## src/rtl/cls_token_reader.sv

```systemverilog
// cls_token_reader
// Sits on the encoder output stream, keeps only row 0 (the CLS token) of each
// n x d_model result frame and replays it to the classifier head. The rest of
// the frame is drained at full rate while the CLS row is being emitted.
// Note: reset_n is active-high (1 = reset) and sampled synchronously.
module cls_token_reader #(
    parameter int DATA_W   = 8,
    parameter int D_MODEL  = 192,
    parameter int N_TOKENS = 197
) (
    input  logic              clk,
    input  logic              reset_n,
    input  logic              init,
    output logic              ready,
    input  logic              in_valid,
    output logic              in_ready,
    input  logic [DATA_W-1:0] in_data,
    input  logic              in_last,
    output logic              out_valid,
    input  logic              out_ready,
    output logic [DATA_W-1:0] out_data,
    output logic              out_last,
    output logic              frame_err
);

    localparam int COL_W = (D_MODEL > 1) ? $clog2(D_MODEL) : 1;
    localparam int ROW_W = (N_TOKENS > 1) ? $clog2(N_TOKENS) : 1;
    localparam logic [COL_W-1:0] COL_LAST = COL_W'(D_MODEL - 1);
    localparam logic [ROW_W-1:0] ROW_LAST = ROW_W'(N_TOKENS - 1);

    typedef enum logic [1:0] {
        IDLE,
        CAPTURE,
        SKIP,
        DONE
    } in_state_t;

    typedef enum logic {
        OIDLE,
        EMIT
    } out_state_t;

    in_state_t         in_state;
    in_state_t         in_state_next;
    out_state_t        out_state;
    out_state_t        out_state_next;

    logic [COL_W-1:0]  col;
    logic [ROW_W-1:0]  row;
    logic [COL_W-1:0]  rd_idx;
    logic [COL_W-1:0]  rd_next;
    logic              cls_full;
    logic [DATA_W-1:0] cls_buf [D_MODEL];

    logic              start;
    logic              in_fire;
    logic              out_fire;
    logic              col_end;
    logic              frame_end;
    logic              rd_end;
    logic              capture_end;
    logic              emit_end;

    assign ready       = (in_state == IDLE) && (out_state == OIDLE);
    assign in_ready    = (in_state == CAPTURE) || (in_state == SKIP);
    assign start       = init && ready;
    assign in_fire     = in_valid && in_ready;
    assign out_fire    = out_valid && out_ready;
    assign col_end     = (col == COL_LAST);
    assign frame_end   = col_end && (row == ROW_LAST);
    assign rd_end      = (rd_idx == COL_LAST);
    assign rd_next     = rd_idx + COL_W'(1);
    assign capture_end = (in_state == CAPTURE) && in_fire && col_end;
    assign emit_end    = (out_state == EMIT) && out_fire && rd_end;

    // State registers for both the input and the output FSM
    always_ff @(posedge clk) begin
        if (reset_n) begin
            in_state  <= IDLE;
            out_state <= OIDLE;
        end else begin
            in_state  <= in_state_next;
            out_state <= out_state_next;
        end
    end

    // Input FSM: capture row 0, drain the rest, then wait for the head to finish
    always_comb begin
        in_state_next = in_state;
        unique case (in_state)
            IDLE: begin
                if (start) in_state_next = CAPTURE;
            end
            CAPTURE: begin
                if (in_fire && col_end) in_state_next = (N_TOKENS == 1) ? DONE : SKIP;
            end
            SKIP: begin
                if (in_fire && frame_end) in_state_next = DONE;
            end
            DONE: begin
                if (out_state == OIDLE && !cls_full) in_state_next = IDLE;
            end
            default: in_state_next = IDLE;
        endcase
    end

    // Output FSM: start emitting once the CLS row is complete, stop after the last element
    always_comb begin
        out_state_next = out_state;
        unique case (out_state)
            OIDLE: begin
                if (cls_full) out_state_next = EMIT;
            end
            EMIT: begin
                if (out_fire && rd_end) out_state_next = OIDLE;
            end
            default: out_state_next = OIDLE;
        endcase
    end

    // Element position within the frame; framing is by count, not by in_last
    always_ff @(posedge clk) begin
        if (reset_n || start) begin
            col <= '0;
            row <= '0;
        end else if (in_fire) begin
            if (col_end) begin
                col <= '0;
                row <= (row == ROW_LAST) ? '0 : row + ROW_W'(1);
            end else begin
                col <= col + COL_W'(1);
            end
        end
    end

    // Sticky framing error: in_last must coincide exactly with the final element
    always_ff @(posedge clk) begin
        if (reset_n || start) begin
            frame_err <= 1'b0;
        end else if (in_fire && (in_last != frame_end)) begin
            frame_err <= 1'b1;
        end
    end

    // CLS row storage; contents are meaningless after reset so no reset term
    always_ff @(posedge clk) begin
        if (in_state == CAPTURE && in_fire) begin
            cls_buf[col] <= in_data;
        end
    end

    // cls_full hands the buffer from the writer to the reader and back
    always_ff @(posedge clk) begin
        if (reset_n) begin
            cls_full <= 1'b0;
        end else if (capture_end) begin
            cls_full <= 1'b1;
        end else if (emit_end) begin
            cls_full <= 1'b0;
        end
    end

    // Registered output stage: load element 0 on entry, advance on each accepted element
    always_ff @(posedge clk) begin
        if (reset_n) begin
            rd_idx    <= '0;
            out_valid <= 1'b0;
            out_data  <= '0;
            out_last  <= 1'b0;
        end else if (out_state == OIDLE) begin
            if (cls_full) begin
                rd_idx    <= '0;
                out_valid <= 1'b1;
                out_data  <= cls_buf[0];
                out_last  <= (D_MODEL == 1);
            end
        end else if (out_fire) begin
            if (rd_end) begin
                rd_idx    <= '0;
                out_valid <= 1'b0;
                out_last  <= 1'b0;
            end else begin
                rd_idx    <= rd_next;
                out_data  <= cls_buf[rd_next];
                out_last  <= (rd_next == COL_LAST);
            end
        end
    end

endmodule

```

## config.mk

```make
export PLATFORM = sky130hd
export DESIGN_NAME = cls_token_reader
export DESIGN_NICKNAME = d
export VERILOG_FILES = /design/src/rtl/cls_token_reader.sv
export SDC_FILE = /design/constraint.sdc
export NUM_CORES = 2
export LEC_CHECK = 0
export BUFFER_PORTS_ARGS = -buffer_cell sky130_fd_sc_hd__buf_2
export CAP_MARGIN = 25
export CORE_ASPECT_RATIO = 1.1
export CORE_MARGIN = 8
export CORE_UTILIZATION = 57
export CTS_CLUSTER_SIZE = 30
export DETAILED_ROUTE_END_ITERATION = 8
export MAX_ROUTING_LAYER = met4
export PLACE_DENSITY = 0.76
export SETUP_SLACK_MARGIN = 0.1
export SLEW_MARGIN = 40
export SYNTH_ARGS = -nofsm -noshare
export SYNTH_HDL_FRONTEND = slang
export SYNTH_SLANG_ARGS = --single-unit
export TNS_END_PERCENT = 10
```

## constraint.sdc

```tcl
create_clock -name clk -period 3.3 [get_ports clk]
set_input_delay 0.33 -clock clk [delete_from_list [all_inputs] [get_ports clk]]
set_output_delay 0.33 -clock clk [all_outputs]
set_load 0.01 [all_outputs]
```

Word level (Yosys, flattened, before mapping)
Memory sizes are Yosys's and may differ from the RTL's.
Index checks and enable logic that the tools add are counted.
Cells by class
  bitwise operators: 1
  magnitude comparators: 0
  shifts and indexed selects: 0
  equality and inequality tests: 15
  mux-type cells: 30
  reduce and logical (&&, ||, !) cells: 25
  divide/modulo/power cells: 0
  multipliers: 0
  add/sub/neg operators: 3
Operators by type and width (number)
  two-way mux 8 bit: 10
  == test 8 bit, second input constant: 4
  adder 8 x 1 -> 8 bit, second input constant: 3
  logical AND 1 bit: 14
  two-way mux 1 bit: 14
  two-way mux 2 bit: 4
  != test 2 x 1 -> 1 bit, second input constant: 4
  case mux 2 bit (4 select lines): 1
  != test 2 bit, second input constant: 3
  AND reduction 3 bit: 2
  == test 2 bit, second input constant: 2
  AND reduction 2 bit: 2
  AND reduction 4 bit: 1
  nonzero test 2 bit: 2
  == test 2 x 1 -> 1 bit, second input constant: 1
  logical NOT 2 bit: 1
  logical OR 1 bit: 2
  case mux 1 bit (2 select lines): 1
  logical NOT 1 bit: 1
  != test 1 bit: 1
  NOT 1 bit: 1
Word-level totals
  input port bits: 14
  memories: 1
  flip-flop bits (word level): 39
  output and inout port bits: 13
  bits in latches: 0
  memory bits (read-only): 0
  bits in writable memories: 1536
  logic and storage cells: 85
Memories
  cls_buf: depth 192, bits a word 8, read ports 2, clocked after memory_dff 0, wr ports 1, RTL line 53  | logic [DATA_W-1:0] cls_buf [D_MODEL];

Longest topological paths before layout
  depth in word-level cells: 6
  mapped depth: 15
  gate-level depth less buffers: 9

Worst setup path after synthesis
OpenSTA, ideal clock, no wires.
  kind: register -> register
  start point: register rd_idx[0]
  end point: register out_data[5]
  path slack: 0.029 ns
  data arrival time: 3.145 ns
  path buffers: 7
  stages on the path, launching flop included: 15
  setup time: 0.127 ns
  data required time: 3.173 ns
  period minus slack after synthesis: 3.271 ns
  cell sequence: dfxtp_1 buf_2 inv_1 clkbuf_1 ha_1 buf_2 buf_2 buf_2 clkbuf_1 clkbuf_1 mux4_2 nand2_1 a21oi_1 nor4_1 a31oi_1
On the way
  cells in the longest elaborated chain, start to end: 5
  elaborated cells on any way between the ends: 8
  classes of those cells: add/sub (1); eq/ne (2); mux (3); reduce/logical (1); memory (1)
Ends and longest elaborated chain
  start, declared: RTL line 50  | logic [COL_W-1:0] rd_idx;
  start signal, assigned: RTL line 183  | rd_idx <= rd_next;
  adder 8 x 1 -> 8 bit: RTL line 72  | assign rd_next = rd_idx + COL_W'(1);
  memory (192 x 8 bit)
  two-way mux 8 bit: RTL line 178  | if (rd_end) begin
  two-way mux 8 bit: RTL line 177  | end else if (out_fire) begin
  two-way mux 8 bit: RTL line 170  | end else if (out_state == OIDLE) begin
  end signal, assigned: RTL line 174  | out_data <= cls_buf[0];
  end signal, assigned: RTL line 184  | out_data <= cls_buf[rd_next];
  end, declared: RTL line 21  | output logic [DATA_W-1:0] out_data,
Parallel ways exist; a longest one is shown, timed or not. The select of a mux whose other input is x is not followed.
A chain may end at the register's enable or synchronous reset.

Worst setup path after layout
  start point: register rd_idx[0]
  end point: register out_data[3]
Same word-level chain as after synthesis.

==> results by group <==
Timing
  • Highest clock rate: roughly 310 MHz
  • Final worst setup slack: 0.113 ns
  • Final Slew Violations: 0
  • Clk_skew: 0.0306 ns
  • Final worst path period need: 3.19 ns
  • RSZ-0062 raised after global routing: true
  • Worst hold slack: 0.0432 ns
  • Fin crit share: 96.6%
  • Setup violations, final: 0
  • Worst-Margin Slew: 0.880 ns
  • Max-slew headroom: approximately two fifths
  • Final hold viol count: 0

Floorplan
  • Die Ht: 362 um
  • I/O Pins: 27
  • Row count: 126
  • Die W: 330 um
  • Die Area: 119000 um^2
  • Total core area: 108000 um^2
  • Starting Density: 57.5%

Critical path
  • Crit-path cells: inv_1 -> ha_4 -> inv_6 -> buf_4 -> mux4_2 -> a211oi_1 -> o211ai_1 -> nor4_1 -> a311oi_1
  • Critical R2R Launch: rd_idx[0]$_SDFFE_PP0P_
  • Arrival @ worst endpoint: about 3.8 ns
  • CP Launch Type: register
  • CP delay by family, top: buffers and inverters
  • Worst Path Required: between 3 and 4 ns
  • Type of the worst setup path: register to register
  • CP max stage cell: mux4_2
  • Critical R2R Capture: out_data[3]$_SDFFE_PP0P_
  • Worst setup EP type: register
  • Slowest stage delay, CP: ~0.54 ns
  • R2R Setup Slk: approximately 0.11 ns
  • Crit-path max FO: 23
  • R2r worst-path depth: 9
  • Buf/Inv on CP: 3

Cells and area
  • Reg area: 46900 um^2
  • Nets: 3873
  • Layout cells sized above 1: 23.5%
  • Multi-input logic area: roughly 14000 um^2
  • Final Cell Area: 70900 um^2
  • Filler cells: 6818
  • Area delta synth->final: 14.6%

Hold path
  • Min-delay src: in_data[7]
  • Hold Path Class: input pin to register
  • WHS Endpoint: cls_buf[34][7]$_DFFE_PP_
  • Hold depth: 1

Clock network
  • Skew-Pair Late Insertion Delay: between 0.7 and 0.8 ns
  • Reg clk slew, reported paths: roughly 0.060 ns
  • Clock buffer depth: 3
  • Clock sink total: 1575
  • CTS tree: done
  • H-tree level count: 4
  • Root Driver: clkbuf_16
  • TritonCTS Buffers: between 100 and 150

Routing
  • Top layer in use: met4
  • Met3 Routed Length: 16000 um
  • Vias post-DR: 34700
  • Met1 WL: 55800 um
  • Avg WL per Cell: 28.7 um
  • DRC viols: 0
  • DR vias/cell: 6.45
  • DRT iter0 DRCs: between 4000 and 5000
  • Met2 routed wirelength: 75600 um
  • Antenna violation net count after detailed routing: 0
  • Wirelength, routed: 154000 um
  • 1st-pass router iterations: 6

GRT
  • Largest net degree at the start of global routing: approximately 130
  • Tot GR Track Use: 26.4%
  • Initial antenna violation count: 5
  • Overflow left after global routing: 0
  • Vias in the first global route: between 30000 and 40000
  • First-pass GRT wire length: 226000 um

Synth
  • Main synth FF type: edfxtp_1
  • Register area share after synthesis: 75.8%
  • Post-Synth Simple-Gate Area: 7.27%
  • Post-synth EDFFs: 1536
  • Yosys warning count: 0
  • Syn nets: 3526
  • Synth Cell Area: 61900 um^2
  • Proportion of synthesized area in mux cells: between 10% and 20%
  • Ys async rst share: 0%
  • Mapped Avg Cell Area: around 18 um^2
  • Cells after synthesis: 3499
  • Post-synthesis adder-cell area fraction: 0.263%
  • #FFs+latches synth: 1575
  • Largest family of logic cells by synthesized area: multiplexers
  • Synth unique cells: 57
  • Xor-xnor portion of the synthesized cell area: 0.295%
  • Post-synthesis compound-gate area fraction: 2.78%

Power
  • LEAKAGE: between 20 and 25 nW
  • Power Dens Cells: 548 nW/um^2
  • Worst ir drop on vdd: slightly above 0.4 mV
  • Total power: 38.8 mW

Placement
  • Final HPWL DP: approximately 96000 um
  • Place WS: -0.0999 ns
  • I/O Buffers: 26
  • Post-DP Area: 66200 um^2
  • GP Congestion: 0.960

Run
  • Max Cap Viol: 0

Status
  • Run status: completed
==> layout by cell type, fill, tap and decap left out, types with 18 or more instances in the layout <==
cell / instances
nand4_1: 18
nand2_1: 498
edfxtp_1: 1536
clkinv_2: 25
a21oi_1: 36
nor2_1: 269
clkbuf_16: 149
mux4_2: 305
a31oi_1: 59
buf_12: 30
mux2i_1: 54
clkbuf_1: 37
o21ai_0: 22
a22oi_1: 25
nand3_1: 183
clkinv_1: 30
dfxtp_1: 38
buf_4: 339
and3_1: 18
buf_2: 18
a32oi_1: 44
==> cell usage after synthesis, types with 13 or more instances <==
| cell type | count | area [um^2] |
|---|---|---|
| nor2_1 | 276 | 1040 |
| o21ai_0 | 23 | 115 |
| ha_1 | 13 | 163 |
| a22oi_1 | 25 | 188 |
| edfxtp_1 | 1536 | 46100 |
| a31oi_1 | 59 | 369 |
| a21oi_1 | 39 | 195 |
| nor3_1 | 15 | 75.1 |
| mux2i_1 | 54 | 541 |
| nand2_1 | 498 | 1870 |
| clkbuf_1 | 107 | 402 |
| nand4_1 | 18 | 113 |
| and3_1 | 18 | 113 |
| a32oi_1 | 44 | 385 |
| dfxtp_1 | 39 | 781 |
| buf_1 | 22 | 82.6 |
| mux4_2 | 305 | 6870 |
| nand3_1 | 184 | 921 |
| buf_2 | 71 | 355 |
==> where the power goes <==
part           leakage (nW)  internal [mW]  switching, mW  total [mW]
logic                  6.52          0.153          0.581       0.735
registers              14.1           22.0         0.0246        22.0
clock network          2.21           8.95           7.16        16.1
==> through the flow <==
stage / instances / util, % / TNS (ns)
floorplan: 3499 / - / 0
global placement: 5096 / 61.5 / -0.121
detailed placement: 5097 / 61.6 / -0.213
CTS: 5366 / 65.8 / 0
global route: 5372 / 65.9 / 0
finish: 5374 / 65.9 / 0
==> how the worst max path moves through the flow <==
stage	startpoint	slack, ns	cells after the start	endpoint
4_1_cts	rd_idx[1]$_SDFFE_PP0P_	0.1	11	out_data[0]$_SDFFE_PP0P_
5_1_grt	rd_idx[0]$_SDFFE_PP0P_	0.02	9	out_data[1]$_SDFFE_PP0P_
6_report	rd_idx[0]$_SDFFE_PP0P_	0.11	9	out_data[3]$_SDFFE_PP0P_
3_3_place_gp	rd_idx[1]$_SDFFE_PP0P_	-0.06	11	out_data[3]$_SDFFE_PP0P_
2_1_floorplan	rd_idx[0]$_SDFFE_PP0P_	0.14	14	out_data[2]$_SDFFE_PP0P_
3_5_place_dp	rd_idx[1]$_SDFFE_PP0P_	-0.1	11	out_data[0]$_SDFFE_PP0P_
==> what timing repair did <==
action / 4_1_cts / 5_1_grt
pin swaps: 0 / 1
buffers inserted: 0 / 2
endpoints found under the hold margin: 47 / 0
hold buffers: 4 / 0
cloned: 0 / 2
gates resized for setup: 5 / 6
setup endpoints to repair: 6 / 7
==> logic make-up (layout without fill, tap and decap cells) <==
logic type | count (synthesis) | count (layout)
AO/OA/AOI/OAI | 247 | 247
XOR/XNOR | 20 | 20
adder cells (fa/ha/maj) | 13 | 13
buffers and inverters | 217 | 680
flip-flops | 1575 | 1575
multiplexers | 363 | 363
other | 0 | 4
AND/OR/NAND/NOR | 1064 | 1064
==> worst reg2reg max path, cell delays in order (launching register included) <==
cell	delay (ns)
dfxtp_4	0.38
inv_1	0.09
ha_4	0.30
inv_6	0.31
buf_4	0.39
mux4_2	0.54
a211oi_1	0.39
o211ai_1	0.28
nor4_1	0.29
a311oi_1	0.08
==> state kept, by name, indices dropped and copies added, names as in the netlist, 2 cells and up <==
name	flops
row	8
col	8
rd_idx	8
out_data	8
in_state	2
cls_buf	1536
==> final cells by class <==
cell class	instances	area share, %
Clock inverter	81	0.983
Clock buffer	184	5.38
Inverter	11	0.0653
Tap cell	1408	2.48
Multi-Input combinational cell	1707	20.0
Antenna cell	4	0.0141
Timing Repair Buffer	404	4.94
Sequential cell	1575	66.2
==> layer usage <==
layer | track usage (%) | vias up
met3 | 4.74 | 405
met2 | 41.7 | 2217
met5 | - | -
li1 | - | 14500
met1 | 34.6 | 17600
met4 | 10.5 | 0
(Power assumes the default switching activity.)
